===== src/rtl/life_scheduler_if.sv =====
// Scheduler <-> host/evaluator bundle; board bit index = row*8+col.
// master is the host/evaluator side, slave is the scheduler.
interface life_scheduler_if #(
  parameter int GEN_W = 16
);
  logic             load_valid;
  logic [63:0]      load_board;
  logic             load_ready;
  logic             step;
  logic             run;
  logic [2:0]       eval_row;
  logic [2:0]       eval_col;
  logic [63:0]      eval_board;
  logic             eval_cur;
  logic             eval_next;
  logic [63:0]      board;
  logic [GEN_W-1:0] gen_count;
  logic             gen_done;
  logic             busy;
  logic             still;
  logic             empty;

  modport master (
    output load_valid, load_board, step, run, eval_next,
    input  load_ready, eval_row, eval_col, eval_board, eval_cur,
           board, gen_count, gen_done, busy, still, empty
  );

  modport slave (
    input  load_valid, load_board, step, run, eval_next,
    output load_ready, eval_row, eval_col, eval_board, eval_cur,
           board, gen_count, gen_done, busy, still, empty
  );
endinterface


===== src/rtl/life_scheduler.sv =====
// Game-of-life generation scheduler: serial 64-cell scan into a shadow board, then commit.
// Step->commit latency 65 cycles; loads/steps only accepted in IDLE (load_ready), ignored while busy.
module life_scheduler #(
  parameter int PACE_CYCLES = 1000,
  parameter int GEN_W       = 16
) (
  input logic             clk,
  input logic             rst_n,
  life_scheduler_if.slave bus
);
  localparam int PACE_W = (PACE_CYCLES > 1) ? $clog2(PACE_CYCLES) : 1;
  localparam logic [PACE_W-1:0] PACE_LOAD = PACE_W'((PACE_CYCLES > 0) ? PACE_CYCLES - 1 : 0);

  typedef enum logic [1:0] {IDLE, SCAN, COMMIT, PACE} state_t;

  state_t            state_q, state_d;
  logic [5:0]        idx_q;
  logic [PACE_W-1:0] pace_q;
  logic [63:0]       board_q;
  logic [63:0]       shadow_q;
  logic [GEN_W-1:0]  gen_q;
  logic              gen_done_q;
  logic              still_q;

  always_ff @(posedge clk or negedge rst_n) begin
    if (!rst_n) state_q <= IDLE;
    else        state_q <= state_d;
  end

  // load_valid wins over step/run; a dropped step is not remembered.
  always_comb begin
    state_d = state_q;
    case (state_q)
      IDLE: begin
        if (!bus.load_valid && (bus.step || bus.run)) state_d = SCAN;
      end
      SCAN: begin
        if (idx_q == 6'd63) state_d = COMMIT;
      end
      COMMIT: begin
        if (!bus.run)            state_d = IDLE;
        else if (PACE_CYCLES > 0) state_d = PACE;
        else                     state_d = SCAN;
      end
      PACE: begin
        if (!bus.run)            state_d = IDLE;
        else if (pace_q == '0)   state_d = SCAN;
      end
      default: state_d = IDLE;
    endcase
  end

  always_ff @(posedge clk or negedge rst_n) begin
    if (!rst_n) begin
      idx_q      <= '0;
      pace_q     <= '0;
      board_q    <= '0;
      shadow_q   <= '0;
      gen_q      <= '0;
      gen_done_q <= 1'b0;
      still_q    <= 1'b0;
    end else begin
      gen_done_q <= 1'b0;
      case (state_q)
        IDLE: begin
          idx_q <= '0;
          if (bus.load_valid) begin
            board_q <= bus.load_board;
            gen_q   <= '0;
            still_q <= 1'b0;
          end
        end
        SCAN: begin
          // Every cell is written once per generation, so no clear is needed between scans.
          shadow_q[idx_q] <= bus.eval_next;
          idx_q           <= idx_q + 6'd1;
        end
        COMMIT: begin
          board_q    <= shadow_q;
          gen_q      <= gen_q + GEN_W'(1);
          still_q    <= (shadow_q == board_q);
          gen_done_q <= 1'b1;
          idx_q      <= '0;
          pace_q     <= PACE_LOAD;
        end
        PACE: begin
          idx_q <= '0;
          if (pace_q != '0) pace_q <= pace_q - PACE_W'(1);
        end
        default: idx_q <= '0;
      endcase
    end
  end

  assign bus.load_ready = (state_q == IDLE);
  assign bus.busy       = (state_q != IDLE);
  assign bus.eval_row   = idx_q[5:3];
  assign bus.eval_col   = idx_q[2:0];
  assign bus.eval_board = board_q;
  assign bus.eval_cur   = board_q[idx_q];
  assign bus.board      = board_q;
  assign bus.gen_count  = gen_q;
  assign bus.gen_done   = gen_done_q;
  assign bus.still      = still_q;
  assign bus.empty      = (board_q == 64'd0);
endmodule


===== src/flat_wrapper.sv =====
// flat-port wrapper written by rule: the top's interface ports become plain ports
module life_scheduler_flat 
#(
  parameter int PACE_CYCLES = 1000,
  parameter int GEN_W       = 16
)
  (clk, rst_n, bus_load_valid, bus_load_board, bus_step, bus_run, bus_eval_next, bus_load_ready, bus_eval_row, bus_eval_col, bus_eval_board, bus_eval_cur, bus_board, bus_gen_count, bus_gen_done, bus_busy, bus_still, bus_empty);
  life_scheduler_if #(.GEN_W(GEN_W)) bus_i ();
  input logic clk;
  input logic rst_n;
  input wire logic [$bits(bus_i.load_valid)-1:0] bus_load_valid;
  input wire logic [$bits(bus_i.load_board)-1:0] bus_load_board;
  input wire logic [$bits(bus_i.step)-1:0] bus_step;
  input wire logic [$bits(bus_i.run)-1:0] bus_run;
  input wire logic [$bits(bus_i.eval_next)-1:0] bus_eval_next;
  output wire logic [$bits(bus_i.load_ready)-1:0] bus_load_ready;
  output wire logic [$bits(bus_i.eval_row)-1:0] bus_eval_row;
  output wire logic [$bits(bus_i.eval_col)-1:0] bus_eval_col;
  output wire logic [$bits(bus_i.eval_board)-1:0] bus_eval_board;
  output wire logic [$bits(bus_i.eval_cur)-1:0] bus_eval_cur;
  output wire logic [$bits(bus_i.board)-1:0] bus_board;
  output wire logic [$bits(bus_i.gen_count)-1:0] bus_gen_count;
  output wire logic [$bits(bus_i.gen_done)-1:0] bus_gen_done;
  output wire logic [$bits(bus_i.busy)-1:0] bus_busy;
  output wire logic [$bits(bus_i.still)-1:0] bus_still;
  output wire logic [$bits(bus_i.empty)-1:0] bus_empty;
  assign bus_i.load_valid = bus_load_valid;
  assign bus_i.load_board = bus_load_board;
  assign bus_i.step = bus_step;
  assign bus_i.run = bus_run;
  assign bus_i.eval_next = bus_eval_next;
  assign bus_load_ready = bus_i.load_ready;
  assign bus_eval_row = bus_i.eval_row;
  assign bus_eval_col = bus_i.eval_col;
  assign bus_eval_board = bus_i.eval_board;
  assign bus_eval_cur = bus_i.eval_cur;
  assign bus_board = bus_i.board;
  assign bus_gen_count = bus_i.gen_count;
  assign bus_gen_done = bus_i.gen_done;
  assign bus_busy = bus_i.busy;
  assign bus_still = bus_i.still;
  assign bus_empty = bus_i.empty;
  life_scheduler #(.PACE_CYCLES(PACE_CYCLES), .GEN_W(GEN_W)) u_core (.clk(clk), .rst_n(rst_n), .bus(bus_i));
endmodule

===== config.mk =====
export PLATFORM = sky130hd
export DESIGN_NAME = life_scheduler_flat
export DESIGN_NICKNAME = d
export VERILOG_FILES = /design/src/rtl/life_scheduler_if.sv /design/src/rtl/life_scheduler.sv /design/src/flat_wrapper.sv
export SDC_FILE = /design/constraint.sdc
export NUM_CORES = 1
export LEC_CHECK = 0
export ABC_AREA = 1
export CAP_MARGIN = 20
export CORE_MARGIN = 2
export CORE_UTILIZATION = 40
export CTS_CLUSTER_DIAMETER = 60
export DETAILED_ROUTE_END_ITERATION = 8
export GPL_ROUTABILITY_DRIVEN = 1
export PLACE_DENSITY = 0.67
export SKIP_CTS_REPAIR_TIMING = 1
export SYNTH_ARGS = -nofsm -noshare
export SYNTH_HDL_FRONTEND = slang
export SYNTH_SLANG_ARGS = --single-unit

===== constraint.sdc =====
create_clock -name clk -period 2.76 [get_ports clk]
set_clock_uncertainty 0.15 [all_clocks]
set_input_delay 0.552 -clock clk [delete_from_list [all_inputs] [get_ports clk]]
set_output_delay 0.552 -clock clk [all_outputs]
set_load 0.03 [all_outputs]

==> results.cfg <==
[sta]
min_period_over_period_pct = 97.4
holdWs_ps = 333
worstMarginPinSlew_ps = 523
slew_violations = 0
max_freq_mhz = 372
finalHoldViolCount = 0
final-setup-viol-count = 0
relSlewSlack_pct = 64.8
fin_crit_ps = 2690
layout_setup_ws_ps = 70.9
rsz0062_at_grt = yes
fin_setup_tns_ps = 0

[placement]
dp.cells = 1711
post_dp_cell_area_um2 = 11800
dpl_worst_slack_ps = 284
dp_hpwl_mm = 25.8
globalplace.congestion = 0.975
portBuffers = 225

[critical_path]
arrival_ps = 1990
r2r_end = u_core.pace_q[2]
cp_slowest_cell = dfrtp_2
crit_buf_inv = 1
crit_required_ps = 2060
path_max_fanout = 6
cp-end-kind = output pin
crit_type = flop to output pin
start_kind = flop
critPathMostFrequentCell = nand2_1
ff2ff_path_depth = 9
r2r_start = u_core.pace_q[0]
path_delay_family = simple AND/OR/NAND/NOR gates
critPathMaxStageDelay_ps = 480
crit_chain = nor4_2, nand2_1, nor2_2, nand2_1, nor3_4, buf_12
r2r_setup_slack_ps = 680

[yosys]
syn-num-nets = 1305
syn_avg_cell_area_um2 = 7.64
synthCells = 1232
synth_warnings = 0
synthFlopType = dfrtp_1
yosys_register_bits = 164
seq_area_frac_synth_pct = 43.6
async_flop_share_pct = 100
ys_types = 35
synth_area_um2 = 9410
synth_edf_count = 0

[hold_path]
hold_path_depth = 2
min-delay-start = u_core.pace_q[9]
whs_endpoint = u_core.pace_q[9]
hp-class = flop to flop

[drt]
drt_iter0_drc = 1171
post_drt_wl_per_cell_um = 20.0
via_per_inst = 5.44
vias = 9526
drc = 0
ant_nets = 0
dr.pass1.iters = 5
drt-total-wl_mm = 34.9

[global_routing]
first_global_vias = 9005
grt_pass1_wl_mm = 52.8
overflow = 0
antenna_found_initial = 0
grtUsageTotal_pct = 28.4
grt_start_max_net_pins = 91

[clock_network]
clk_latency_ps = 440
cts_tree = yes
tritoncts.num_buffers = 17
clk_pin_slew_ps = 70
clock-root-buffer = clkbuf_16
clockBufferDepth = 2
cts_sinks = 164
h-tree-depth = 4

[die]
core_area_um2 = 23300
die_area_um2 = 24800
dieWidth_um = 157
dieHeight_um = 157
row_count = 56
start_util_pct = 40.5
io_pins = 226

[layout]
nets = 1491
final_common_cell = nand2_1
final_core_util_pct = 54.2
instances_no_fill = 1750
final_cell_area_um2 = 12600
n_antenna_cell = 0
drive_gt1_share_pct = 9.43
area_growth_pct = 33.9
mostFrequentLayoutCells = nand2_1 (315), clkdlybuf4s50_1 (222), dfrtp_1 (160)

[job]
maxCapViolCount = 0

[power_and_ir_drop]
p_leak_nw = 5.68
irDropWorstVdd_mv = 0.671
power.total_mw = 15.1
pwr_density_cell_nw_per_um2 = 1200

[outcome]
status = completed
==> flip-flops by register name, indices dropped and copies added, names as in the netlist <==
register              count
u_core.state_q            2
u_core.shadow_q          64
u_core.bus.still          1
u_core.bus.gen_count     16
u_core.idx_q              6
u_core.pace_q            10
u_core.bus.gen_done       1
u_core.bus.board         64
==> tightest hold or removal path: stages, from the launching register on <==
cell and delay [ps]:
dfrtp_1 340, nand2_1 50, nand3_1 60
==> power by group <==
| group | leakage [nW] | internal [mW] | switching (mW) |
|---|---|---|---|
| registers | 1.81 | 3.07 | 0.994 |
| clock network | 0.303 | 1.45 | 1.10 |
| logic | 3.57 | 3.21 | 5.25 |
==> cell families after synthesis <==
logic type	Yosys count	synth area share (%)
DFF	164	43.6
and+or+nand+nor	495	22.3
AOI/OAI and AO/OA	281	18.6
xor gates and xnor gates	9	0.837
adders and majority gates	3	0.399
buffers and inverters	279	14.2
muxes	1	0.106
==> Yosys cell counts (all sizes together), types with 2 or more instances <==
cell type / count / area share, %
dfrtp: 164 / 44
clkbuf: 23 / 0.92
xor2: 2 / 0.19
a22oi: 25 / 2.0
xnor2: 7 / 0.65
nand3: 28 / 1.5
ha: 3 / 0.40
o221ai: 34 / 3.2
nand4: 13 / 0.86
nor2: 101 / 4.5
inv: 159 / 6.3
nor4: 17 / 1.3
buf: 95 / 6.8
o22ai: 8 / 0.53
a21oi: 70 / 3.7
a31oi: 49 / 3.3
nor3: 15 / 1.2
o211ai: 32 / 2.6
nand3b: 2 / 0.16
nand2: 319 / 13
o21ai: 62 / 3.3
clkinv: 2 / 0.080
==> how the worst max path moves through the flow <==
stage	slack, ps	startpoint	to	cells after the start
floorplan	330	u_core.idx_q[0]	bus_eval_cur	10
global placement	200	u_core.bus.board[45]	bus_empty	6
detailed placement	280	u_core.bus.board[45]	bus_empty	6
CTS	-210	u_core.bus.board[45]	bus_empty	6
global route	-10	u_core.idx_q[0]	bus_eval_cur	10
finish	70	u_core.bus.board[36]	bus_empty	6
==> final cells by class <==
type	instances	area [µm²]
multi-input combinational	789	4070
sequential	164	4110
tap	319	399
inverter	161	609
clock inverter	15	191
fill	2219	10700
clock buffer	17	425
timing repair buffer	285	2800
==> per-layer routing <==
metal	routed length, µm	vias up	GRT usage [%]
met5	0	-	0
met4	867	0	9.57
met3	3050	50	6.08
met2	16300	538	44.6
met1	14700	4521	39.0
li1	-	4417	-
Power figures use the tool's default switching activity.
